--- src/rtl/data_mem_alt_array.sv ---
// Plain inferable RAM array: one write port, one unregistered read-address port.
// Deliberately reset-free so synthesis can map it onto block RAM.
module data_mem_alt_array #(
    parameter int DATA_WIDTH = 16,
    parameter int ADDR_WIDTH = 3
) (
    input  logic                  clk,
    input  logic                  i_we,
    input  logic [ADDR_WIDTH-1:0] i_wr_addr,
    input  logic [DATA_WIDTH-1:0] i_wr_data,
    input  logic [ADDR_WIDTH-1:0] i_rd_addr,
    output logic [DATA_WIDTH-1:0] o_rd_data
);
    localparam int DEPTH = 1 << ADDR_WIDTH;

    logic [DATA_WIDTH-1:0] r_mem [DEPTH];

    always_ff @(posedge clk) begin
        if (i_we)
            r_mem[i_wr_addr] <= i_wr_data;
    end

    // Combinational read: the consumer registers it, so it sees pre-write contents.
    assign o_rd_data = r_mem[i_rd_addr];
endmodule

--- src/rtl/data_mem_alt_ram.sv ---
// Simple dual-port RAM for the frame-buffer alternative store: active-low strobes,
// registered read data with async clear, optional write-first bypass.
module data_mem_alt_ram #(
    parameter int DATA_WIDTH  = 16,
    parameter int ADDR_WIDTH  = 3,
    parameter bit WRITE_FIRST = 1'b0
) (
    input  logic                  clk,
    input  logic                  reset,
    input  logic                  wr_en,
    input  logic                  rd_en,
    input  logic [ADDR_WIDTH-1:0] wr_addr,
    input  logic [ADDR_WIDTH-1:0] rd_addr,
    input  logic [DATA_WIDTH-1:0] wr_data,
    output logic [DATA_WIDTH-1:0] rd_data
);
    logic                  w_we;
    logic                  w_re;
    logic                  w_bypass;
    logic [DATA_WIDTH-1:0] w_mem_q;
    logic [DATA_WIDTH-1:0] w_rd_next;
    logic [DATA_WIDTH-1:0] r_rd_data;

    assign w_we = ~wr_en;
    assign w_re = ~rd_en;

    data_mem_alt_array #(
        .DATA_WIDTH (DATA_WIDTH),
        .ADDR_WIDTH (ADDR_WIDTH)
    ) u_array (
        .clk       (clk),
        .i_we      (w_we),
        .i_wr_addr (wr_addr),
        .i_wr_data (wr_data),
        .i_rd_addr (rd_addr),
        .o_rd_data (w_mem_q)
    );

    // Bypass only matters on a same-address collision; otherwise the array word is current.
    assign w_bypass  = WRITE_FIRST && w_we && (wr_addr == rd_addr);
    assign w_rd_next = w_bypass ? wr_data : w_mem_q;

    always_ff @(posedge clk or posedge reset) begin
        if (reset)
            r_rd_data <= '0;
        else if (w_re)
            r_rd_data <= w_rd_next;
    end

    assign rd_data = r_rd_data;
endmodule

--- config.mk ---
export PLATFORM = sky130hd
export DESIGN_NAME = data_mem_alt_ram
export DESIGN_NICKNAME = d
export VERILOG_FILES = /design/src/rtl/data_mem_alt_array.sv /design/src/rtl/data_mem_alt_ram.sv
export SDC_FILE = /design/constraint.sdc
export NUM_CORES = 1
export LEC_CHECK = 0
export CAP_MARGIN = 20
export CORE_UTILIZATION = 25
export CTS_BUF_LIST = sky130_fd_sc_hd__clkbuf_8
export CTS_CLUSTER_SIZE = 14
export DETAILED_ROUTE_END_ITERATION = 12
export DONT_BUFFER_PORTS = 1
export HOLD_SLACK_MARGIN = 0.06
export PLACE_DENSITY_LB_ADDON = 0.08
export SLEW_MARGIN = 10
export SYNTH_ARGS = -nofsm -noshare
export SYNTH_HDL_FRONTEND = slang
export SYNTH_SLANG_ARGS = --single-unit
export TNS_END_PERCENT = 10
--- constraint.sdc ---
create_clock -name clk -period 3.1 [get_ports clk]
set_input_delay 0.62 -clock clk [delete_from_list [all_inputs] [get_ports clk]]
set_output_delay 0.62 -clock clk [all_outputs]
set_load 0.02 [all_outputs]
After elaboration in Yosys (flattened, before gate mapping)

Memory sizes are Yosys's and may differ from the RTL's. A register that Yosys moved wholly into a read port is not among the register bits.
Cells that the tools add are included.

Multiplexer cells: 1
Reduce and logical (&&, ||, !) cells: 1

Operators with widths:

| kind             | count |
|---|---|
| $logic_not A1 Y1 | 1 |
| $mux W1          | 1 |

Register bits: 0
Bits in writable memories: 128
Output and inout bits: 16
Logic and storage cells: 3
Memories kept: 1

Memories:

| name          | depth | bits a word | read ports | clocked after memory_dff | write ports | RTL line                 | text |
|---|---|---|---|---|---|---|---|
| u_array.r_mem | 8     | 16          | 1          | 1                        | 1           | data_mem_alt_array.sv:16 | `logic [DATA_WIDTH-1:0] r_mem [DEPTH];` |

Logic depth before layout (Yosys ltp)

Gate-level depths: netlist of run 1.

Word-level depth: 1
Gate-level depth with buffers: 5
Gate-level depth less buffers: 3

By module

A second synthesis of run 1 with hierarchy kept.

Cell total of the unflattened synthesis: 234
Area, all modules: 5,630.4 um^2

By module, submodules not included:

| module             | times used | cells an instance | area an instance (um^2) |
|---|---|---|---|
| data_mem_alt_array | 1          | 198               | 4,973.5 |
| data_mem_alt_ram   | 1          | 36                | 656.9 |

Worst setup path after synthesis of run 1

OpenSTA, ideal clock, no wires.

Path kind: input to register
Start point: in wr_en
End point: mem u_array.r_mem[0][0] (enable)
Setup time: 0.432 ns
Arrival: 2.301 ns
Required time: 2.668 ns
Setup slack: 0.368 ns
Cell stages on the path: 1
Path buffers: 0
Path through: nor4_1

Longest elaborated chain between the ends: 1

RTL lines:

| what                          | RTL line                 | text |
|---|---|---|
| start: declaration            | data_mem_alt_ram.sv:10   | `input logic wr_en,` |
| $mux W1 (not written as such) | data_mem_alt_array.sv:20 | `r_mem[i_wr_addr] <= i_wr_data;` |
| end: declaration              | data_mem_alt_array.sv:16 |  |

Every way passes these cells.

Worst setup path after layout of run 1

Start point: reg r_rd_data[12], in the netlist rd_data[12], read port of u_array.r_mem
End point: out rd_data[12]

RTL lines:

| what               | RTL line               | text |
|---|---|---|
| start: declaration | data_mem_alt_ram.sv:22 | `logic [DATA_WIDTH-1:0] r_rd_data;` |
| end: declaration   | data_mem_alt_ram.sv:15 | `output logic [DATA_WIDTH-1:0] rd_data` |

No word-level cell between the ends.

==> results of run 1 <==
## power breakdown
group          total (mW)  internal [mW]  switching (mW)
Sequential           2.26           2.20          0.0664
Combinational       0.186         0.0884          0.0973
Clock                1.36          0.700           0.659
## sequential cells by signal (all words and copies together), names as in the netlist
signal,cells
u_array.r_mem,128
rd_data,16
## synth_stat cells, types with 2 or more instances
master | count | area [um^2]
buf_6 | 5 | 56.30
edfxtp_1 | 128 | 3844
nand2_1 | 18 | 67.56
buf_2 | 2 | 10.01
nand2b_1 | 4 | 25.02
mux2i_1 | 32 | 320.3
mux2_2 | 32 | 360.4
a22o_1 | 16 | 140.1
o22ai_1 | 16 | 100.1
o31ai_2 | 16 | 200.2
nor3_1 | 4 | 20.02
nor2_1 | 4 | 15.01
clkbuf_1 | 6 | 22.52
dfrtp_1 | 16 | 400.4
## area by class of cell
type,instances,share of cell area
multi-input combinational,144,0.2039
clock buffer,21,0.04552
sequential,144,0.6684
timing repair buffer,12,0.01419
clock inverter,11,0.01222
inverter,1,0.0005911
tap,280,0.05517
## placed cells by master, fill, tap and decap left out, drive strengths merged
master,synthesis,routed
dfrtp,16,16
nor3,4,4
clkbuf,7,21
nand2b,4,4
bufinv,0,1
nor2b,1,1
mux2i,32,32
edfxtp,128,128
nor4,1,1
nand2,18,18
clkinv,0,2
a22o,16,16
inv,1,7
mux2,32,32
buf,9,12
clkinvlp,0,2
o31ai,16,16
o22ai,16,16
nor2,4,4
## per-layer routing
metal  up-vias  global-route usage  part of all wire  wire (um)
met4         0             0.04422             0.012        155
met3        11             0.04352             0.054        704
met5         -                   0                 0          0
li1       1237                   -                 -          -
met2        56              0.1889              0.47       6124
met1      1397              0.1457              0.46       5960
## metrics by stage
step             util  hold slack [ns]  instance area (um^2)
5_1_grt        0.2892           0.2148                  6350
2_1_floorplan       -           0.5337                  5638
6_report       0.2892           0.2695                  6350
3_5_place_dp   0.2725           0.6269                  5983
3_3_place_gp   0.2725           0.6260                  5983
4_1_cts        0.2892           0.2271                  6350
## worst min path at each step
stage / from / to / slack (ns) / cells after the start
6_report: reset / rd_data[14]$_DFFE_PP0N_ / 0.27 / 1
5_1_grt: wr_data[5] / u_array.r_mem[0][5]$_DFFE_PP_ / 0.21 / 0
4_1_cts: wr_data[5] / u_array.r_mem[0][5]$_DFFE_PP_ / 0.23 / 0
2_1_floorplan: reset / rd_data[0]$_DFFE_PP0N_ / 0.53 / 1
3_3_place_gp: rd_data[4]$_DFFE_PP0N_ / rd_data[4]$_DFFE_PP0N_ / 0.63 / 2
3_5_place_dp: rd_data[4]$_DFFE_PP0N_ / rd_data[4]$_DFFE_PP0N_ / 0.63 / 2
## cells by family (layout without fill, tap and decap cells)
logic type / after synthesis / in the layout / synth area share
simple gates: 32 / 32 / 0.02485
mux: 64 / 64 / 0.1207
buf+inv: 17 / 45 / 0.02352
compound gates: 48 / 48 / 0.07812
flops: 144 / 144 / 0.7528
==> results.md, run 1 <==
- Post-layout min period: 1.551 ns
- Sum of negative setup slack: 0 ns
- Root Driver: clkbuf_8
- Via count: 2701
- CP Class: register to primary output
- Top FF cell, synth: edfxtp_1
- DRT antenna net count: 0
- Final Hold Violating Endpoints: 0
- First-pass GRT wire length: 19120 um
- Vias in the first global route: 2834
- Asr flop ratio synth: 0.1111
- Final setup viols: 0
- # clock sinks: 144
- IO Port Bufs: 0
- Warnings, synthesis: 0
- Worst path arrival time: 0.93 ns
- Total CTS buffers: 17
- Chip Height: 152.2 um
- Netlist cell types: 20
- Share of layout cells above drive strength 1: 0.2823
- Startpoint Class: register
- Total wire length: 12950 um
- Flop-to-flop setup slack: 2.05 ns
- Worst-Margin Slew: 0.9165 ns
- Total Routing Usage GR: 0.1182
- Via density: 4.406
- Yosys reg bits: 144
- N_diodes: 0
- Post-CTS setup buffers: 0
- Largest net degree at the start of global routing: 65
- Crit. Startpoint: rd_data[12]$_DFFE_PP0N_
- Setup ws final: 1.549 ns
- Final total power: 3.807 mW
- Max cap viols: 0
- Synth-to-layout area growth: 12.63%
- Setup crit end kind: primary output
- Final slew viol count: 0
- Clk_skew: 0.01624 ns
- Non-Filler Instances: 613
- DP Worst Slack: 1.216 ns
- Synthesized area: 0.005638 mm^2
- Number of DRC markers in iteration 0: 127
- CP max FO: 2
- Core area: 0.02196 mm^2
- Post-CTS sizing: 0
- Clk_lat worst skew: 0.44 ns
- Average cell area after synthesis: 18.48 um^2
- Class of the worst hold path: input pin to async pin
- Reg-to-reg startpoint: u_array.r_mem[5][4]$_DFFE_PP_
- Post-synthesis net count: 331
- Chip width: 152.2 um
- Crit path to: rd_data[12]
- Initial Util: 0.2568
- Worst EP required: 2.48 ns
- Antenna violations before repair: 0
- Row count: 54
- Mapped Cells: 305
- Violated checks: design-rule violations
- WL per Instance: 21.12 um
- Outcome: finished, violations left
- Hpwl dp: 6951 um
- Max_slew headroom: 0.3883
- Die ar.: 0.02316 mm^2
- Post-route DRC: 1
- RePlAce Congestion: 0.6487
- Peak VDD IR: 0.0002348 V
- Final-layout fill cell count: 2138
- # H-tree levels: 4
- CTS max path bufs: 2
- Fin nets: 346
- Register area share after synthesis: 0.7528
- Fmax: 0.6446 GHz
- Cells after DPL: 581
- Reg area: 0.004244 mm^2
- Reg-to-reg endpoint: rd_data[4]$_DFFE_PP0N_
- Clock-pin slew on the worst setup and hold paths: 0.08 ns
- Grt ovf: 0
- Drt pass-1 iters: 8
- Pleak: 2.141 nW
- Post-route clock period utilization: 0.5004
- RSZ-0062 raised after global routing: no
- Worst-case reg-to-reg path depth: 3
- Io pins: 42
- CTS tree: yes
- P per Cell Area: 599.6 mW/mm^2
- Multi-input gate area: 0.001295 mm^2
- Crit path depth: 0
- Number of flops mapped to enable cells by yosys: 128
- Hold_buf cts: 0
Note: power is estimated with default switching activity, not from simulation.
==> run 2, diff against run 1 <==
==> constraint.sdc (replaced) <==
create_clock -name clk -period 1.34 [get_ports clk]
set_input_delay 0.268 -clock clk [delete_from_list [all_inputs] [get_ports clk]]
set_output_delay 0.268 -clock clk [all_outputs]
set_load 0.02 [all_outputs]
==> run 2 against run 1 <==
The flow still finishes with violations (design-rule violations). Power increased to 2.6 times the previous value. Worst hold slack got worse by 0.12 ns. Sequential power increased by 130%. Die area unchanged. Clock skew decreased by 0.0022 ns. Routed wire length decreased by 4.4%. Largest cell class unchanged. Via count increased by 1.1%. Non-clock buffer count increased by 19. Highest routed layer unchanged.
==> results.md, run 2 (synthesis results as in run 1) <==
- Outcome: finished, violations left
- Violated checks: design-rule violations
- Final Cell Area: 0.006804 mm^2 (+7.2%)
- N_diodes: 0 (unchanged)
- Total Routing Usage GR: 0.1152 (-0.003054)
- Io pins: 42 (unchanged)
- Commonest non-fill, non-tap cell in the layout: edfxtp_1
- Final hold slack: 0.1514 ns (-0.1181 ns)
- Placed Instance Area: 0.006162 mm^2 (+3.0%)
- Vias in the first global route: 2986 (+5.4%)
- Chip Height: 152.2 um (unchanged)
- First-pass GRT wire length: 18810 um (-1.6%)
- Drt pass-1 iters: 8 (unchanged)
- Row count: 54 (unchanged)
- WL per Instance: 19.58 um (-7.3%)
- Final total power: 9.710 mW (+160%)
- Peak VDD IR: 0.0005201 V (+120%)
- Post-CTS sizing: 0 (unchanged)
- Final Hold Violating Endpoints: 0 (unchanged)
- Worst path arrival time: 0.95 ns (+0.02 ns)
- Root Driver: clkbuf_8
- Fin nets: 365 (+5.5%)
- Post-CTS setup buffers: 0 (unchanged)
- Total wire length: 12370 um (-4.4%)
- Crit path depth: 0 (unchanged)
- DP Worst Slack: 0.1252 ns (-1.091 ns)
- Post-route DRC: 2 (+1)
- CTS tree: yes
- Hpwl dp: 6907 um (-0.64%)
- Grt ovf: 0 (unchanged)
- # clock sinks: 144 (unchanged)
- Max_slew headroom: 0.7953 (+0.4069)
- Commonest non-fill, non-tap cells in the layout: edfxtp_1, mux2_2, mux2i_1
- # H-tree levels: 4 (unchanged)
- IO Port Bufs: 0 (unchanged)
- Synth-to-layout area growth: 20.68%
- Clock-pin slew on the worst setup and hold paths: 0.09 ns (about the same)
- Total CTS buffers: 17 (unchanged)
- Via count: 2731 (+1.1%)
- Post-layout min period: 1.220 ns
- RSZ-0062 raised after global routing: no
- CP Class: register to primary output
- DRT antenna net count: 0 (unchanged)
- Antenna violations before repair: 0 (unchanged)
- Chip width: 152.2 um (unchanged)
- Reg-to-reg endpoint: rd_data[11]$_DFFE_PP0N_
- Max cap viols: 0 (unchanged)
- Largest net degree at the start of global routing: 65 (unchanged)
- Clk_lat worst skew: 0.45 ns (about the same)
- Fmax: 0.8196 GHz
- Post-route clock period utilization: 0.9105
- Pleak: 2.287 nW (+6.8%)
- Via density: 4.321 (-1.9%)
- Most flop-heavy register: u_array.r_mem
- Setup crit end kind: primary output
- CP max FO: 2 (unchanged)
- Crit path to: rd_data[6]
- Setup ws final: 0.1200 ns (-1.429 ns)
- Largest register FFs: 128 (unchanged)
- Clk_skew: 0.01407 ns (-0.002161 ns)
- Multi-input gate area: 0.001329 mm^2 (+2.6%)
- Core area: 0.02196 mm^2 (unchanged)
- Worst-Margin Slew: 0.3061 ns (-0.6104 ns)
- Worst-case reg-to-reg path depth: 3 (unchanged)
- CTS max path bufs: 2 (unchanged)
- Class of the worst hold path: input pin to register
- RePlAce Congestion: 0.6228 (-4.0%)
- Worst EP required: 1.07 ns (-1.41 ns)
- Final slew viol count: 0 (unchanged)
- Initial Util: 0.2568 (unchanged)
- P per Cell Area: 1427 mW/mm^2 (+140%)
- Final setup viols: 0 (unchanged)
- Final-layout fill cell count: 2129 (-0.42%)
- Number of DRC markers in iteration 0: 97 (-24%)
- Crit. Startpoint: rd_data[6]$_DFFE_PP0N_
- Die ar.: 0.02316 mm^2 (unchanged)
- Reg-to-reg startpoint: u_array.r_mem[4][11]$_DFFE_PP_
- Startpoint Class: register
- Reg area: 0.004244 mm^2 (unchanged)
- Flop-to-flop setup slack: 0.30 ns (-1.75 ns)
- Share of layout cells above drive strength 1: 0.2869 (+0.004650)
run 2: cell count changes in the layout (fill, tap and decap cells not counted), sizes merged:
cell	before	now
dlygate4sd3	0	17
buf	12	14
inv	7	1
clkbuf	21	17
clkinv	2	7
bufinv	1	5
clkinvlp	2	3
run 2: cell type report:
| cell class | instances | share of cell area |
|---|---|---|
| clock buffer | 17 | 0.03439 |
| clock inverter | 15 | 0.03200 |
| inverter | 1 | 0.0005517 |
| multi-input combinational | 144 | 0.1953 |
| sequential | 144 | 0.6238 |
| tap | 280 | 0.05149 |
| timing repair buffer | 31 | 0.06252 |
run 2: how the worst min path moves through the flow:
stage / start / endpoint / slack (ns) / depth (start not counted)
after floorplan: reset / rd_data[0]$_DFFE_PP0N_ / 0.18 / 1
after global placement: reset / rd_data[3]$_DFFE_PP0N_ / 0.23 / 2
after detailed placement: reset / rd_data[3]$_DFFE_PP0N_ / 0.24 / 2
after CTS: rd_en / rd_data[6]$_DFFE_PP0N_ / 0.13 / 2
after global routing: wr_addr[1] / u_array.r_mem[1][15]$_DFFE_PP_ / 0.12 / 2
final: rd_en / rd_data[6]$_DFFE_PP0N_ / 0.15 / 2
run 2: stage by stage:
step	setup TNS (ns)	util	cells
after CTS	0	0.3099	632
final	0	0.3099	632
after global routing	0	0.3099	632
after detailed placement	0	0.2806	582
after global placement	0	0.2806	582
after floorplan	-18.12	-	305
run 2: layer usage:
layer,global-route usage,up-vias,share of wire
met3,0.04152,11,0.038
met2,0.1889,39,0.50
li1,-,1281,-
met4,0.03790,0,0.012
met5,0,-,0
met1,0.1404,1400,0.45
run 2: report_power, final:
part	total [mW]	internal (mW)	switching, mW	leakage (nW)
logic	0.578	0.278	0.300	0.714
registers	5.22	5.08	0.146	1.35
clock network	3.91	2.20	1.71	0.219
run 2: what timing repair did:
item                       4_1_cts  5_1_grt
hold endpoints to repair       160        0
hold buffers                    18        0
setup endpoints to repair        0        0
==> run 3, diff against run 2 <==
--- a/config.mk
+++ b/config.mk
@@ -13,7 +13,7 @@
 export DONT_BUFFER_PORTS = 1
 export HOLD_SLACK_MARGIN = 0.06
 export PLACE_DENSITY_LB_ADDON = 0.08
-export SLEW_MARGIN = 10
+export SLEW_MARGIN = 0
 export SYNTH_ARGS = -nofsm -noshare
 export SYNTH_HDL_FRONTEND = slang
 export SYNTH_SLANG_ARGS = --single-unit
==> results of run 3 <==
No change in the layout: final DEF, timing and power equal those of run 2.
